--- src/rtl/mux_pam_pkg.sv ---
// Shared types and the round-robin pick helper for the mux_pam arbiter.
package mux_pam_pkg;

  typedef enum logic {ARB_IDLE, ARB_LOCKED} arb_state_t;

  // Largest requester count rr_pick can scan.
  localparam int unsigned RR_MAX = 32;

  typedef struct packed {
    logic       found;
    logic [4:0] idx;
  } rr_pick_t;

  // First requester after last_ptr, scanning upward and wrapping at depth-1.
  function automatic rr_pick_t rr_pick(input logic [RR_MAX-1:0] req,
                                       input int unsigned       last_ptr,
                                       input int unsigned       depth);
    rr_pick_t    r;
    int unsigned i;
    r = '0;
    for (int unsigned k = 1; k <= RR_MAX; k++) begin
      i = (last_ptr + k) % depth;
      if (k <= depth && !r.found && req[i]) begin
        r.found = 1'b1;
        r.idx   = 5'(i);
      end
    end
    return r;
  endfunction

endpackage

--- src/rtl/mux_pam.sv ---
// Depth-to-1 data select; out-of-range selects (non power-of-2 Depth) give zero.
module mux_pam #(
  parameter int Width = 64,
  parameter int Depth = 4
) (
  input  logic [Width-1:0]         INPUTS [Depth],
  input  logic [$clog2(Depth)-1:0] SEL,
  output logic [Width-1:0]         OUT
);

  always_comb begin
    OUT = '0;
    if (int'(SEL) < Depth) OUT = INPUTS[SEL];
  end

endmodule

--- src/rtl/mux_pam_arbiter.sv ---
// Round-robin arbiter feeding one registered valid/ready output stage.
// ARB_HOLD_EN adds REQ_LAST and keeps a lane granted until its burst ends.
module mux_pam_arbiter
  import mux_pam_pkg::*;
#(
  parameter int Width = 64,
  parameter int Depth = 4
) (
  input  logic                     CLK,
  input  logic                     RST,
  input  logic [Width-1:0]         INPUTS [Depth],
  input  logic [Depth-1:0]         REQ,
`ifdef ARB_HOLD_EN
  input  logic [Depth-1:0]         REQ_LAST,
`endif
  output logic [Depth-1:0]         GNT,
  output logic [Width-1:0]         OUT,
  output logic [$clog2(Depth)-1:0] OUT_SEL,
  output logic                     OUT_VALID,
  input  logic                     OUT_READY
);

  localparam int SW = $clog2(Depth);

  logic             load;
  logic             grant;
  logic             win_vld;
  logic [SW-1:0]    win;
  rr_pick_t         pick;
  logic [Width-1:0] mux_out;

  logic [Width-1:0] out_q;
  logic [SW-1:0]    sel_q;
  logic [SW-1:0]    last_ptr_q;
  logic             vld_q;
`ifdef ARB_HOLD_EN
  arb_state_t       state_q;
  logic [SW-1:0]    lock_idx_q;
`endif

  // A new word may enter when the stage is empty or being drained this cycle.
  assign load = ~vld_q | OUT_READY;

  always_comb begin
    pick    = rr_pick(RR_MAX'(REQ), int'(last_ptr_q), Depth);
    win     = SW'(pick.idx);
    win_vld = pick.found;
`ifdef ARB_HOLD_EN
    // Locked: only the burst owner may be granted, idle cycles are not back-filled.
    if (state_q == ARB_LOCKED) begin
      win     = lock_idx_q;
      win_vld = REQ[lock_idx_q];
    end
`endif
    grant = load & win_vld;
    GNT   = '0;
    if (grant) GNT[win] = 1'b1;
  end

  mux_pam #(.Width(Width), .Depth(Depth)) u_mux (
    .INPUTS (INPUTS),
    .SEL    (win),
    .OUT    (mux_out)
  );

  always_ff @(posedge CLK) begin
    if (RST) begin
      out_q      <= '0;
      sel_q      <= '0;
      vld_q      <= 1'b0;
      last_ptr_q <= SW'(Depth - 1);
`ifdef ARB_HOLD_EN
      state_q    <= ARB_IDLE;
      lock_idx_q <= '0;
`endif
    end else if (grant) begin
      out_q <= mux_out;
      sel_q <= win;
      vld_q <= 1'b1;
`ifdef ARB_HOLD_EN
      if (REQ_LAST[win]) begin
        last_ptr_q <= win;
        state_q    <= ARB_IDLE;
      end else begin
        lock_idx_q <= win;
        state_q    <= ARB_LOCKED;
      end
`else
      last_ptr_q <= win;
`endif
    end else if (load) begin
      vld_q <= 1'b0;
    end
  end

  assign OUT       = out_q;
  assign OUT_SEL   = sel_q;
  assign OUT_VALID = vld_q;

endmodule
--- config.mk ---
export PLATFORM = sky130hd
export DESIGN_NAME = mux_pam_arbiter
export DESIGN_NICKNAME = d
export VERILOG_FILES = /design/src/rtl/mux_pam_pkg.sv /design/src/rtl/mux_pam.sv /design/src/rtl/mux_pam_arbiter.sv
export SDC_FILE = /design/constraint.sdc
export NUM_CORES = 1
export LEC_CHECK = 0
export CAP_MARGIN = 0
export CORE_AREA = 2 2 130 132
export DETAILED_ROUTE_END_ITERATION = 16
export DIE_AREA = 0 0 132 134
export GPL_ROUTABILITY_DRIVEN = 0
export PLACE_DENSITY = 0.76
export SLEW_MARGIN = 20
export SYNTH_ARGS = -nofsm -noshare
export SYNTH_HDL_FRONTEND = slang
export SYNTH_SLANG_ARGS = --single-unit
--- constraint.sdc ---
create_clock -name CLK -period 2.1 [get_ports CLK]
set_input_delay 0.21 -clock CLK [delete_from_list [all_inputs] [get_ports CLK]]
set_output_delay 0.21 -clock CLK [all_outputs]
set_load 0.005 [all_outputs]
After elaboration in Yosys (flattened, before gate mapping):

Index checks and enable logic that the tools add are counted.

* flip-flop bits (word level): 69
* logic and storage cells: 47
* bits of input ports: 263
* output and inout port bits: 71

* order comparisons: 7
* multiplexer cells: 20
* reductions and logical operators: 8
* bitwise gates (word level): 4
* add/subtract/negate cells: 4

Operators with widths (number)
* 64-bit binary-select mux with 2-bit select: 1
* 64-bit 2-to-1 mux: 2
* 2-bit by 6-bit less-than comparator with 1-bit output (second input constant): 4
* 6-bit 2-to-1 mux: 4
* 1-bit binary-select mux with 2-bit select: 4
* 1-bit 2-to-1 mux: 7
* 2-bit by 1-bit adder with 2-bit output (second input constant): 2
* 2-bit adder (second input constant): 2
* 1-bit logical AND: 4
* 4-bit 2-to-1 mux: 1
* 3-bit >= comparator (second input constant): 1
* 1-bit logical NOT: 3
* 2-bit by 3-bit less-than comparator with 1-bit output (second input constant): 1
* 2-bit inverter with 3-bit output: 1
* 1-bit demux with 2-bit select: 1
* 2-bit by 1-bit >= comparator with 1-bit output (second input constant): 1
* 2-bit nonzero test: 1
* 1-bit AND: 1
* 1-bit inverter: 1
* 1-bit OR: 1

Logic depth before layout (Yosys ltp):

* depth in word-level cells: 18
* depth in mapped cells: 8

Modules after synthesis:

From an unflattened synthesis, not the netlist that was laid out.

* cell total of the unflattened synthesis: 397
* area total of the unflattened synthesis: 4346.7 µm²

Modules (own cells, without submodules)
* mux_pam_arbiter: times used 1, cells an instance 319, area an instance 2723.9 µm²
* mux_pam: times used 1, cells an instance 78, area an instance 1622.8 µm²

Least setup slack after synthesis:

OpenSTA, ideal clock, no wires.

* path type: register to register
* start point: register last_ptr_q[0]
* end point: register out_q[45] (netlist: OUT[45])
* setup slack: 0.523 ns
* library setup time: 0.079 ns
* period minus slack after synthesis: 1.577 ns
* data arrival time: 1.498 ns
* stages on the path, launching flop included: 8
* cell sequence: dfxtp_1 > nand2b_1 > a21oi_1 > buf_2 > buf_2 > o31ai_1 > a211o_1 > o211ai_1

* longest elaborated chain between the ends: 17

RTL lines
* from (decl): RTL line mux_pam_arbiter.sv:34 `logic [SW-1:0] last_ptr_q;`
* from (signal assigned): RTL line mux_pam_arbiter.sv:71 `last_ptr_q <= SW'(Depth - 1);`
* from (signal assigned): RTL line mux_pam_arbiter.sv:89 `last_ptr_q <= win;`
* 2-bit by 1-bit adder with 2-bit output: RTL line mux_pam_pkg.sv:22 `i = (last_ptr + k) % depth;`
* 1-bit binary-select mux with 2-bit select: RTL line mux_pam_pkg.sv:23 `if (k <= depth && !r.found && req[i]) begin`
* 1-bit 2-to-1 mux (not written as such): RTL line mux_pam_pkg.sv:23
* 6-bit 2-to-1 mux: RTL line mux_pam_pkg.sv:23
* 1-bit logical NOT: RTL line mux_pam_pkg.sv:23
* 1-bit logical AND: RTL line mux_pam_pkg.sv:23
* 6-bit 2-to-1 mux: RTL line mux_pam_pkg.sv:23
* 1-bit logical NOT: RTL line mux_pam_pkg.sv:23
* 1-bit logical AND: RTL line mux_pam_pkg.sv:23
* 6-bit 2-to-1 mux: RTL line mux_pam_pkg.sv:23
* 1-bit logical NOT: RTL line mux_pam_pkg.sv:23
* 1-bit logical AND: RTL line mux_pam_pkg.sv:23
* 6-bit 2-to-1 mux *: RTL line mux_pam_pkg.sv:23
* 2-bit inverter with 3-bit output (not written as such): RTL line mux_pam.sv:13 `if (int'(SEL) < Depth) OUT = INPUTS[SEL];`
* 64-bit binary-select mux with 2-bit select: RTL line mux_pam.sv:13
* 64-bit 2-to-1 mux (not written as such) (2 in series): RTL line mux_pam.sv:13
* to (signal assigned): RTL line mux_pam_arbiter.sv:77 `out_q <= mux_out;`
* to (decl): RTL line mux_pam_arbiter.sv:32 `logic [Width-1:0] out_q;`

Every way passes the cells marked *; elsewhere a longest branch is shown, timed or not. The select of a mux whose other input is x is not followed.
A chain may end at the register's enable or synchronous reset.

Worst setup path after layout:

* start point: register last_ptr_q[0]
* end point: output port GNT[0]

* longest elaborated chain between the ends: 18

RTL lines
* 2-bit by 1-bit adder with 2-bit output: RTL line mux_pam_pkg.sv:22
* 1-bit binary-select mux with 2-bit select: RTL line mux_pam_pkg.sv:23
* 1-bit 2-to-1 mux (not written as such): RTL line mux_pam_pkg.sv:23
* 6-bit 2-to-1 mux: RTL line mux_pam_pkg.sv:23
* 1-bit logical NOT: RTL line mux_pam_pkg.sv:23
* 1-bit logical AND: RTL line mux_pam_pkg.sv:23
* 6-bit 2-to-1 mux: RTL line mux_pam_pkg.sv:23
* 1-bit logical NOT: RTL line mux_pam_pkg.sv:23
* (+2 left out)
* 1-bit logical NOT: RTL line mux_pam_pkg.sv:23
* 1-bit logical AND: RTL line mux_pam_pkg.sv:23
* 6-bit 2-to-1 mux *: RTL line mux_pam_pkg.sv:23
* 2-bit by 3-bit less-than comparator with 1-bit output (not written as such) / 2-bit by 1-bit >= comparator with 1-bit output (equally long branches): RTL line mux_pam_arbiter.sv:57 `if (grant) GNT[win] = 1'b1;`
* 1-bit logical AND (not written as such): RTL line mux_pam_arbiter.sv:57
* 1-bit 2-to-1 mux (not written as such): RTL line mux_pam_arbiter.sv:57
* 1-bit demux with 2-bit select
* 4-bit 2-to-1 mux *: RTL line mux_pam_arbiter.sv:57
* to (decl): RTL line mux_pam_arbiter.sv:16 `output logic [Depth-1:0] GNT,`

Marked as above.

==> flow_summary.toml <==
[clock_network]
clock_latency_ns = 0.34
h-tree-depth = 3
hold_buffers = 0
numCtsBuffers = 9
clock-sinks = 69
cts_tree = "built"
clkTransAtPathRegs_ns = 0.06
cts_buffer_depth = 2
root_buffer = "clkbuf_16"

[cells_and_area]
area_growth_pct = 87.6
final_cell_mix = "326 x clkdlybuf4s50_1, 68 x nand2_1, 67 x dfxtp_1"
final_common_cell = "clkdlybuf4s50_1"
layout-drive-gt1-share_pct = 10.4
diodes = 0
final_cells = 1115
final_nets = 1153

[pwr]
p_seq_share_pct = 30.5
power_w = 0.00528
pwr_density_cell_mw_per_mm2 = 586
clockPowerShare_pct = 28.2
internal_power_w = 0.00365
p_leak_nw = 3.48
swShare_pct = 30.8
combPwrFrac_pct = 41.2
switchingPower_w = 0.00163
ir_worst_vdd_v = 0.000317

[sta]
min_period_over_period_pct = 96.7
finalSetupViolCount = 0
setup_ws_ns = 0.0695
worstMarginPinSlew_ns = 0.427
maxSlewHeadroom_pct = 71.5
clock.fmax_ghz = 0.492
hold_viol_final = 0
slew_viol_final = 0
finClkSkew_ns = 0.00753
finalCriticalPeriod_ns = 2.03
whs_ns = 0.339
tns_ns = 0

[logic_synthesis]
synth.area.mux_share_pct = 13.3
syn_inst = 570
syn_area_mm2 = 0.00480
ys_types = 32
ys_top_cells_by_area = "dfxtp_1 29%, mux2i_1 13%, a211o_1 12%, o211ai_1 10%, o31ai_1 10%"
syn_nets = 833
synthSimpleGateAreaFrac_pct = 16.3
synth_area_leader_cell = "dfxtp_1"
yosysTopAreaCellShare_pct = 28.8
synth_top_family_by_area = "compound AO/OA/AOI/OAI gates"
yosys_warnings = 0
ys_seq_area_share_pct = 28.8
ys_ff_latch = 69
syn_avg_cell_area_um2 = 8.43
synth_fa_ha_area_share_pct = 0
synth-compound-area-share_pct = 33.5
synth_xor_area_share_pct = 0

[drt]
drc = 0
via_per_inst = 5.60
drt_first_pass_iters = 5
drt-wirelength-per-cell_um = 20.1
antenna_left = 0
drt_iter0_markers = 343
drt_wl_total_mm = 22.5
vias = 6245

[global_routing]
grt_max_degree = 64
busiest_layer = "met2"
grt_pass1_wl_mm = 34.3
overflow = 0
grt_use_met3_pct = 6.54
grtUsageMet1_pct = 28.3
grtUsageMet2_pct = 42.2
grt_pass1_vias = 6137
grt_use_total_pct = 24.5
antenna_found_initial = 0

[floorplanning]
dieArea_mm2 = 0.0177
num_rows = 47
die_h_um = 134
ioPinCount = 334
initial_core_util_pct = 29.5
die_x_um = 132
coreArea_mm2 = 0.0163

[setup_path]
path_class = "reg2out"
crit_fanout = 3
cp_slowest_cell = "clkdlybuf4s50_1"
crit_family = "buffers and inverters"
worstPathArrival_ns = 1.82
required_ns = 1.89
startpoint_type = "flop"
cp-end-kind = "output port"
crit_path_cell_trace = "nor2b_4, buf_4, o21ai_4, nand3_2, nor2_1, clkdlybuf4s50_1"
cp_num_buf_inv = 2
slowest_delay_ns = 0.51

[placed_design]
dp_hpwl_mm = 16.4
place_inst = 1094
post-place-ws_ns = -0.259
port_buffers = 333

[run]
max_cap_viol_count = 0

[outcome]
outcome = "finished, final reports clean"

[min_path]
hold_path_class = "in2reg"
-- worst register-to-register path: cells and delay by family, from the launching register on --
family	cells	cell delay, ns
AOI/OAI and AO/OA	2	0.34
buffers and inverters	3	0.46
DFF	1	0.37
muxes	1	0.27
and+or+nand+nor	2	0.27
-- cell families after synthesis --
group,after synthesis
multiplexers,64
flip-flops,69
buffers and inverters,79
AO/OA/AOI/OAI,206
AND/OR/NAND/NOR,152
-- metal layers --
metal	wire length, µm	part of all wire (%)
met5	0	0
met4	839	3.7
met3	2050	9.1
met2	11000	49
met1	8580	38
-- cell type report --
class | instances | area [µm²]
Sequential cell | 69 | 1390
Tap cell | 220 | 275
Clock buffer | 11 | 253
Fill cell | 1479 | 7280
Clock inverter | 5 | 35.0
Timing Repair Buffer | 387 | 3940
Inverter | 1 | 3.75
Multi-Input combinational cell | 422 | 3120
-- what timing repair did --
item                       CTS  global route
setup endpoints to repair    4             4
gates resized for setup     12             7
hold endpoints to repair     0             0
pin swaps                    3             3
buffers inserted             3             2
-- registers in the layout, summed over array words and instances (netlist names) --
signal / cells
OUT: 64
OUT_SEL: 2
last_ptr_q: 2
OUT_VALID: 1
-- worst paths after layout --
kind	endpoint	slack, ns	cells past startpoint	from
setup / recovery	GNT[0]	0.07	6	last_ptr_q[0]$_SDFFE_PP1P_
hold / removal	OUT[55]$_SDFFE_PP0P_	0.34	3	RST
setup reg to reg	OUT[28]$_SDFFE_PP0P_	0.26	8	last_ptr_q[0]$_SDFFE_PP1P_
hold reg to reg	OUT[48]$_SDFFE_PP0P_	0.47	2	OUT[48]$_SDFFE_PP0P_
-- through the flow --
step	area [µm²]	util, %
floorplan	4800	-
global placement	8640	53.0
CTS	8970	55.1
global route	9010	55.3
finish	9010	55.3
detailed placement	8640	53.0
-- synthesized netlist by cell type, drive strengths merged --
cell type and number:
a211o 64, a21o 2, a21oi 5, buf 44, clkbuf 34, dfxtp 69
inv 1, mux2i 64, nand2 68, nand2b 3, nand3 1, nand4 64
nor2 9, nor2b 2, nor3 2, nor4 1, o211ai 64, o21a 2
o21ai 3, o21bai 1, o221ai 1, o31ai 64, or2 2
-- power groups by stage --
stage	Combinational, W	Sequential, W	Clock [W]
6_report	0.00218	0.00161	0.00149
5_1_grt	0.00232	0.00163	0.00157
4_1_cts	0.00218	0.00161	0.00153
3_5_place_dp	0.00215	0.00164	0
3_3_place_gp	0.00213	0.00163	0
2_1_floorplan	0.000883	0.00164	0
No activity file was read; power rests on OpenSTA's default activity.
